[config.mk]
export PLATFORM = sky130hd
export DESIGN_NAME = spike_beat_decoder
export DESIGN_NICKNAME = d
export VERILOG_FILES = /design/src/rtl/spike_beat_decoder.sv
export SDC_FILE = /design/constraint.sdc
export NUM_CORES = 1
export LEC_CHECK = 0
export ABC_AREA = 1
export BUFFER_PORTS_ARGS = -buffer_cell sky130_fd_sc_hd__buf_2
export CORE_ASPECT_RATIO = 1.4
export CORE_MARGIN = 4
export CORE_UTILIZATION = 35
export CTS_CLUSTER_DIAMETER = 120
export DETAILED_ROUTE_END_ITERATION = 8
export SETUP_SLACK_MARGIN = 0.02
export SYNTH_ARGS = -nofsm -noshare
export SYNTH_HDL_FRONTEND = slang
export SYNTH_SLANG_ARGS = --single-unit
[constraint.sdc]
create_clock -name clk -period 2.2 [get_ports clk]
set_input_delay 0.44 -clock clk [delete_from_list [all_inputs] [get_ports clk]]
set_output_delay 0.44 -clock clk [all_outputs]
set_load 0.01 [all_outputs]
[src/rtl/spike_beat_decoder.sv]
`default_nettype none
// ============================================================================
// Module      : spike_beat_decoder
// Description : Turns AdEx positive/negative spike trains into beat records.
//               Each accepted positive edge is a beat. It reports the R-R
//               interval in cycles, the count of negative-path edges in that
//               interval, and an abnormal flag. Records are delivered through
//               a one-entry valid/ready output register.
// Revision    : 1.0  initial release
// ============================================================================
module spike_beat_decoder #(
  parameter int CNT_W       = 16,
  parameter int REFRACT_CYC = 200,
  parameter int NEG_THR     = 2,
  parameter int NEG_W       = 8
) (
  input  logic             clk,
  input  logic             rst,
  input  logic             spike,
  input  logic             spike_neg,
  output logic             beat_valid,
  input  logic             beat_ready,
  output logic [CNT_W-1:0] beat_rr,
  output logic [NEG_W-1:0] beat_nneg,
  output logic             beat_abn,
  output logic             overrun,
  output logic             lost
);

  typedef enum logic [1:0] {
    S_WAIT_FIRST = 2'd0,
    S_REFRACT    = 2'd1,
    S_ARMED      = 2'd2
  } state_t;

  localparam logic [CNT_W-1:0] c_cnt_one      = CNT_W'(1);
  localparam logic [CNT_W-1:0] c_cnt_max      = {CNT_W{1'b1}};
  localparam logic [CNT_W-1:0] c_refract_last = CNT_W'(REFRACT_CYC - 1);
  localparam logic [NEG_W-1:0] c_neg_one      = NEG_W'(1);
  localparam logic [NEG_W-1:0] c_neg_max      = {NEG_W{1'b1}};
  localparam logic [NEG_W-1:0] c_neg_thr      = NEG_W'(NEG_THR);

  state_t           state_q, state_d;
  logic [CNT_W-1:0] cnt_q, cnt_d;
  logic [NEG_W-1:0] ncnt_q, ncnt_d;
  logic             spike_q, spike_d;
  logic             spike_neg_q, spike_neg_d;
  logic             valid_q, valid_d;
  logic [CNT_W-1:0] rr_q, rr_d;
  logic [NEG_W-1:0] nneg_q, nneg_d;
  logic             abn_q, abn_d;
  logic             overrun_q, overrun_d;
  logic             lost_q, lost_d;

  logic             w_pe;
  logic             w_ne;
  logic             w_emit;
  logic [NEG_W-1:0] w_ncnt_inc;

  // Next-state logic: edge detect, interval/negative counters, beat FSM and
  // the one-entry output register with overrun detection.
  always_comb begin
    w_pe        = spike & ~spike_q;
    w_ne        = spike_neg & ~spike_neg_q;
    w_ncnt_inc  = (ncnt_q == c_neg_max) ? ncnt_q : ncnt_q + c_neg_one;
    w_emit      = 1'b0;

    spike_d     = spike;
    spike_neg_d = spike_neg;
    state_d     = state_q;
    cnt_d       = cnt_q;
    ncnt_d      = ncnt_q;
    valid_d     = valid_q;
    rr_d        = rr_q;
    nneg_d      = nneg_q;
    abn_d       = abn_q;
    overrun_d   = overrun_q;
    lost_d      = lost_q;

    case (state_q)
      S_WAIT_FIRST: begin
        // First beat only establishes the time reference; ne is ignored here.
        if (w_pe) begin
          cnt_d   = c_cnt_one;
          ncnt_d  = '0;
          state_d = S_REFRACT;
        end
      end
      S_REFRACT: begin
        cnt_d = cnt_q + c_cnt_one;
        if (w_ne) ncnt_d = w_ncnt_inc;
        if (cnt_q == c_refract_last) state_d = S_ARMED;
      end
      S_ARMED: begin
        if (w_pe) begin
          // A coincident ne belongs to the interval that starts here.
          w_emit  = 1'b1;
          cnt_d   = c_cnt_one;
          ncnt_d  = {{(NEG_W-1){1'b0}}, w_ne};
          state_d = S_REFRACT;
        end else if (cnt_q == c_cnt_max) begin
          // Interval no longer representable: drop sync and start over.
          lost_d  = 1'b1;
          cnt_d   = '0;
          ncnt_d  = '0;
          state_d = S_WAIT_FIRST;
        end else begin
          cnt_d = cnt_q + c_cnt_one;
          if (w_ne) ncnt_d = w_ncnt_inc;
        end
      end
      default: state_d = S_WAIT_FIRST;
    endcase

    if (w_emit) begin
      if (!valid_q || beat_ready) begin
        valid_d = 1'b1;
        rr_d    = cnt_q;
        nneg_d  = ncnt_q;
        abn_d   = (ncnt_q >= c_neg_thr);
      end else begin
        overrun_d = 1'b1;
      end
    end else if (valid_q && beat_ready) begin
      valid_d = 1'b0;
    end
  end

  // State and output registers, cleared asynchronously.
  always_ff @(posedge clk or negedge rst) begin
    if (!rst) begin
      state_q     <= S_WAIT_FIRST;
      cnt_q       <= '0;
      ncnt_q      <= '0;
      spike_q     <= 1'b0;
      spike_neg_q <= 1'b0;
      valid_q     <= 1'b0;
      rr_q        <= '0;
      nneg_q      <= '0;
      abn_q       <= 1'b0;
      overrun_q   <= 1'b0;
      lost_q      <= 1'b0;
    end else begin
      state_q     <= state_d;
      cnt_q       <= cnt_d;
      ncnt_q      <= ncnt_d;
      spike_q     <= spike_d;
      spike_neg_q <= spike_neg_d;
      valid_q     <= valid_d;
      rr_q        <= rr_d;
      nneg_q      <= nneg_d;
      abn_q       <= abn_d;
      overrun_q   <= overrun_d;
      lost_q      <= lost_d;
    end
  end

  assign beat_valid = valid_q;
  assign beat_rr    = rr_q;
  assign beat_nneg  = nneg_q;
  assign beat_abn   = abn_q;
  assign overrun    = overrun_q;
  assign lost       = lost_q;

endmodule
`default_nettype wire

==> flow_metrics.env, run 1 <==
export IMPL_die_y_microns=112.9
export IMPL_whs_ns=0.2372
export IMPL_yosys_warnings=0
export IMPL_antennaDiodeCount=0
export IMPL_synth_cell_area_sq_um=2753
export IMPL_cts_tree="done"
export IMPL_finalPower_mw=2.855
export IMPL_io_buffers=32
export IMPL_dr_total_vias=2309
export IMPL_io_pins=33
export IMPL_status="finished clean"
export IMPL_drive_gt1_frac=0.1407
export IMPL_peakVddDrop_uv=403.5
export IMPL_overflow=0
export IMPL_relSlewSlack=0.7307
export IMPL_cp_start_kind="register"
export IMPL_core_area_sq_um=7702
export IMPL_slew_viol_final=0
export IMPL_hp_start="spike_neg"
export IMPL_grt_pass1_vias=2269
export IMPL_wl_per_cell_microns=12.05
export IMPL_fmax_ghz=0.5400
export IMPL_cp_required_ns=2.42
export IMPL_fin_crit_ns=1.852
export IMPL_viasPerCell=4.703
export IMPL_design_area_sq_um=3198
export IMPL_antenna_left=0
export IMPL_drv_cap=0
export IMPL_synth_cell_types=26
export IMPL_clkSlewWorstSetupHoldPaths_ns=0.10
export IMPL_grt_usage=0.1369
export IMPL_p_per_area_nw_per_um2=892.7
export IMPL_clockBufferDepth=2
export IMPL_ys_seq_elements=56
export IMPL_synth_edf_count=0
export IMPL_place_congestion=0.8318
export IMPL_hold_path_class="in -> reg"
export IMPL_synthesis_nets=360
export IMPL_dieArea_sq_um=9368
export IMPL_synth_top_area_share=0.5091
export IMPL_holdPathStages=1
export IMPL_die_width_microns=82.95
export IMPL_synth_area_leader_cell="dfrtp_1"
export IMPL_synthFlopType="dfrtp_1"
export IMPL_finalNetCount=402
export IMPL_hold_viol=0
export IMPL_clock_sinks=56
export IMPL_antenna_found_initial=0
export IMPL_dpl_cell_area_sq_um=3080
export IMPL_fin_cells=491
export IMPL_period_share=0.8418
export IMPL_dr_first_iter_drc_count=112
export IMPL_synth_most_common_cell="nand2_1"
export IMPL_place_hpwl_microns=4645
export IMPL_dp_cells=482
export IMPL_critPathCaptureType="register"
export IMPL_rsz0062_at_grt="false"
export IMPL_cts_buffers=5
export IMPL_reg2regPathDepth=9
export IMPL_worstReg2RegEnd="ncnt_q[4]"
export IMPL_drc=0
export IMPL_cts_setup_buffers=0
export IMPL_h_tree_depth=2
export IMPL_yosysSeqAreaShare=0.5091
export IMPL_leakage_nw=1.585
export IMPL_cp_max_fo=12
export IMPL_finalClockSkew_ns=0.009997
export IMPL_first_pass_iters=4
export IMPL_hold_end="spike_neg_q"
export IMPL_synth_area_leaders="dfrtp_1, nand2_1, nor2_1, inv_1, o21ai_0"
export IMPL_grt_pass1_wl_microns=10580
export IMPL_area_growth_pct=16.18
export IMPL_r2r_start="state_q[0]"
export IMPL_rows=38
export IMPL_final_setup_viol_count=0
export IMPL_initial_core_util=0.3574
export IMPL_synth_common_cells="nand2_1, dfrtp_1, nor2_1"
export IMPL_worstMarginPinSlew_ns=0.4035
export IMPL_dp_slack_ns=0.3376
export IMPL_root_buffer="clkbuf_8"
export IMPL_synthArstFlopShare=1.000
export IMPL_wl_microns=5917
export IMPL_grt_max_degree=31
export IMPL_syn_avg_cell_area_sq_um=7.910
export IMPL_worstPathArrival_ns=2.07
export IMPL_final_util=0.4152
export IMPL_layout_setup_ws_ns=0.3480
export IMPL_crit_type="reg -> reg"
export IMPL_reg2reg_slack_ns=0.35
export IMPL_clock_latency_ns=0.32
export IMPL_synthCells=348
export IMPL_fin_tns_setup_ns=0
-- state kept, by name (all words and copies together) (netlist names) --
register,count
beat_abn,1
beat_nneg,8
beat_rr,16
beat_valid,1
cnt_q,16
lost,1
ncnt_q,8
overrun,1
spike_neg_q,1
spike_q,1
state_q,2
-- per-layer routing --
metal / up-vias / track usage / share of wire
met5: - / 0 / 0
met4: 0 / 0.04907 / 0.020
met3: 9 / 0.02476 / 0.040
li1: 1180 / - / -
met1: 1074 / 0.1756 / 0.45
met2: 46 / 0.2313 / 0.49
-- worst max-delay path by stage --
stage / from / endpoint / slack (ns) / cells past startpoint
floorplan: state_q[0] / beat_rr[14] / 0.51 / 10
global route: state_q[0] / ncnt_q[4] / 0.14 / 9
global placement: spike / cnt_q[5] / 0.35 / 8
detailed placement: state_q[0] / ncnt_q[4] / 0.34 / 9
finish: state_q[0] / ncnt_q[4] / 0.35 / 9
CTS: state_q[0] / ncnt_q[4] / 0.32 / 9
-- cells in the final DEF, fill, tap and decap left out, types with 2 or more instances in the layout --
master | netlist | final
clkbuf_8 | 0 | 5
nand2_2 | 2 | 2
nor2_1 | 52 | 52
nor2_2 | 2 | 2
o21ai_0 | 26 | 26
xor2_1 | 7 | 7
dfrtp_1 | 56 | 56
nand4_1 | 13 | 13
buf_2 | 0 | 32
nand3_1 | 14 | 14
ha_1 | 7 | 7
nor3_1 | 5 | 5
inv_1 | 39 | 39
a21oi_1 | 3 | 3
nand2_1 | 105 | 105
buf_4 | 0 | 7
-- power by group --
part	switching, mW	leakage, nW	internal [mW]
clock	0.336	0.0552	0.338
combinational	0.598	0.767	0.324
sequential	0.0993	0.763	1.16
total	1.03	1.59	1.82
-- repair_timing --
| action | in CTS | in global routing |
|---|---|---|
| gates resized for setup | 0 | 0 |
| endpoints found under the hold margin | 12 | 0 |
| setup endpoints to repair | 0 | 0 |
| hold buffers | 1 | 0 |
-- layout make-up --
class / instances / area (sq um)
sequential: 56 / 1401
clock buffer: 6 / 72.57
tap: 100 / 125.1
clock inverter: 2 / 35.03
inverter: 40 / 150.1
timing repair buffer: 41 / 242.7
fill: 811 / 4504
multi-input combinational: 246 / 1171
-- critical path: stages, from the launching register on --
cell and delay (ns):
dfrtp_1 0.40, inv_1 0.08, ha_1 0.20, nand2_1 0.11, nand2_2 0.17, buf_4 0.22
nor2_1 0.26, nand2_1 0.11, xor2_1 0.15, nor2_1 0.05
-- cell families (layout without fill, tap and decap cells) --
group	Yosys count	after routing	share of synthesized area
AND/OR/NAND/NOR	196	196	0.2959
AO/OA/AOI/OAI	35	35	0.07228
XOR/XNOR	8	8	0.02546
adder cells (fa/ha/maj)	7	7	0.03182
buffers and inverters	46	89	0.06545
flip-flops	56	56	0.5091
Power figures use the tool's default switching activity.
==> inputs of run 2 (changes only) <==
==> constraint.sdc (replaced) <==
create_clock -name clk -period 1.7 [get_ports clk]
set_input_delay 0.34 -clock clk [delete_from_list [all_inputs] [get_ports clk]]
set_output_delay 0.34 -clock clk [all_outputs]
set_load 0.01 [all_outputs]
==> run 2 against run 1 <==
Utilization grew 3.3 points. Sequential share of layout area shrank 3.2 points. Flip-flop and latch count is the same. Final cell count grew 3.7%. First-iteration DRC count grew 17%. Fmax grew 13%. Clock-buffer cell count grew 1. Register-to-register slack lost 0.29 ns. Largest cell class unchanged. Power grew 48%. Non-clock buffer count grew 17. Clock power grew 41%. Critical path depth shrank 1.
==> flow_metrics.env, run 2 (synthesis gave the netlist of run 1 again) <==
export IMPL_fin_cells=509
export IMPL_io_buffers=32
export IMPL_grt_pass1_wl_microns=10230
export IMPL_place_hpwl_microns=4500
export IMPL_fill_cells=800
export IMPL_most_common_layout_cells="nand2_1, dfrtp_1, nor2_1"
export IMPL_cts_buffers=5
export IMPL_layout_setup_ws_ns=0.05423
export IMPL_cp_required_ns=1.90
export IMPL_crit_path_frequent_cell="buf_6"
export IMPL_wl_microns=6252
export IMPL_slowest_delay_ns=0.39
export IMPL_multi_input_area_sq_um=1247
export IMPL_final_setup_viol_count=0
export IMPL_grt_pass1_vias=2233
export IMPL_path_cells="inv_1 > ha_1 > nand2_2 > nand2_4 > buf_6 > a21oi_4 > buf_6 > nor2_2"
export IMPL_antennaDiodeCount=0
export IMPL_finalClockSkew_ns=0.01264
export IMPL_antenna_found_initial=0
export IMPL_r2r_start="state_q[1]"
export IMPL_root_buffer="clkbuf_8"
export IMPL_area_growth_pct=25.32
export IMPL_dr_total_vias=2365
export IMPL_drive_gt1_frac=0.2323
export IMPL_clockBufferDepth=2
export IMPL_worstReg2RegEnd="cnt_q[9]"
export IMPL_p_per_area_nw_per_um2=1221
export IMPL_fmax_ghz=0.6076
export IMPL_critPathCaptureType="register"
export IMPL_wl_per_cell_microns=12.28
export IMPL_grt_usage=0.1324
export IMPL_seq_area_sq_um=1401
export IMPL_clock_sinks=56
export IMPL_drc=0
export IMPL_h_tree_depth=2
export IMPL_core_area_sq_um=7702
export IMPL_overflow=0
export IMPL_period_share=0.9681
export IMPL_worstPathArrival_ns=1.84
export IMPL_cp_max_fo=6
export IMPL_clkSlewWorstSetupHoldPaths_ns=0.10
export IMPL_crit_type="reg -> reg"
export IMPL_place_congestion=0.8424
export IMPL_status="finished clean"
export IMPL_fin_crit_ns=1.646
export IMPL_grt_max_degree=57
export IMPL_worstMarginPinSlew_ns=0.3351
export IMPL_finalNetCount=420
export IMPL_io_pins=33
export IMPL_clock_latency_ns=0.32
export IMPL_drv_cap=0
export IMPL_rsz0062_at_grt="true"
export IMPL_peakVddDrop_uv=486.3
export IMPL_die_y_microns=112.9
export IMPL_reg2reg_slack_ns=0.05
export IMPL_initial_core_util=0.3574
export IMPL_dieArea_sq_um=9368
export IMPL_first_pass_iters=4
export IMPL_hold_viol=0
export IMPL_leakage_nw=1.705
export IMPL_hold_path_class="in -> async"
export IMPL_final_common_cell="nand2_1"
export IMPL_cts_hold_buffers_added=0
export IMPL_reg2regPathDepth=8
export IMPL_die_width_microns=82.95
export IMPL_cp_slowest_cell="dfrtp_1"
export IMPL_dp_cells=495
export IMPL_relSlewSlack=0.7766
export IMPL_dp_slack_ns=0.006681
export IMPL_cp_start_kind="register"
export IMPL_cts_tree="done"
export IMPL_dr_first_iter_drc_count=131
export IMPL_antenna_left=0
export IMPL_whs_ns=0.004684
export IMPL_rows=38
export IMPL_slew_viol_final=0
export IMPL_viasPerCell=4.646
[run 2: worst max path at each step]
stage / cells after the start / start / endpoint / slack [ns]
floorplan: 9 / cnt_q[1] / cnt_q[9] / 0.03
global placement: 8 / state_q[1] / state_q[0] / 0.05
detailed placement: 8 / state_q[1] / state_q[0] / 0.007
CTS: 9 / cnt_q[0] / cnt_q[9] / 0.04
global route: 8 / state_q[1] / cnt_q[0] / -0.04
finish: 8 / state_q[1] / cnt_q[9] / 0.05
[run 2: power breakdown]
group | internal (mW) | leakage [nW] | switching [mW]
clock network | 0.520 | 0.0645 | 0.430
logic | 0.696 | 0.877 | 0.979
registers | 1.50 | 0.763 | 0.0901
[run 2: area by class of cell]
| type | count | area share |
|---|---|---|
| timing repair buffer | 58 | 0.1146 |
| tap | 100 | 0.03627 |
| clock buffer | 7 | 0.02793 |
| inverter | 40 | 0.04461 |
| sequential | 56 | 0.4062 |
| multi-input combinational | 247 | 0.3616 |
| clock inverter | 1 | 0.008705 |
[run 2: repair_timing]
| action | in CTS | in global routing |
|---|---|---|
| pin swaps | 2 | 7 |
| setup endpoints to repair | 20 | 43 |
| gates resized for setup | 2 | 29 |
| gates cloned | 0 | 1 |
| buffers inserted | 0 | 5 |
[run 2: metal layers]
metal  up-vias  wire length [microns]  track usage
met4         0                    131      0.05016
met1      1089                   2899       0.1725
met3        13                    165      0.02112
li1       1218                      -            -
met5         -                      0            0
met2        45                   3056       0.2216
[run 2: stage by stage]
stage	cell area (sq um)	util	total power, mW	setup TNS [ns]
5_1_grt	3450	0.4479	4.497	-0.3708
4_1_cts	3329	0.4323	4.038	0
2_1_floorplan	2758	-	2.453	0
3_5_place_dp	3196	0.4149	3.066	0
6_report	3450	0.4479	4.214	0
3_3_place_gp	3196	0.4149	3.053	0
[run 2: critical path, delay by kind of cell, from the launching register on]
kind                       cells  cell delay (ns)
buffers and inverters          3             0.41
and+or+nand+nor                3             0.31
adders and majority gates      1             0.20
AOI/OAI and AO/OA              1             0.21
DFF                            1             0.39
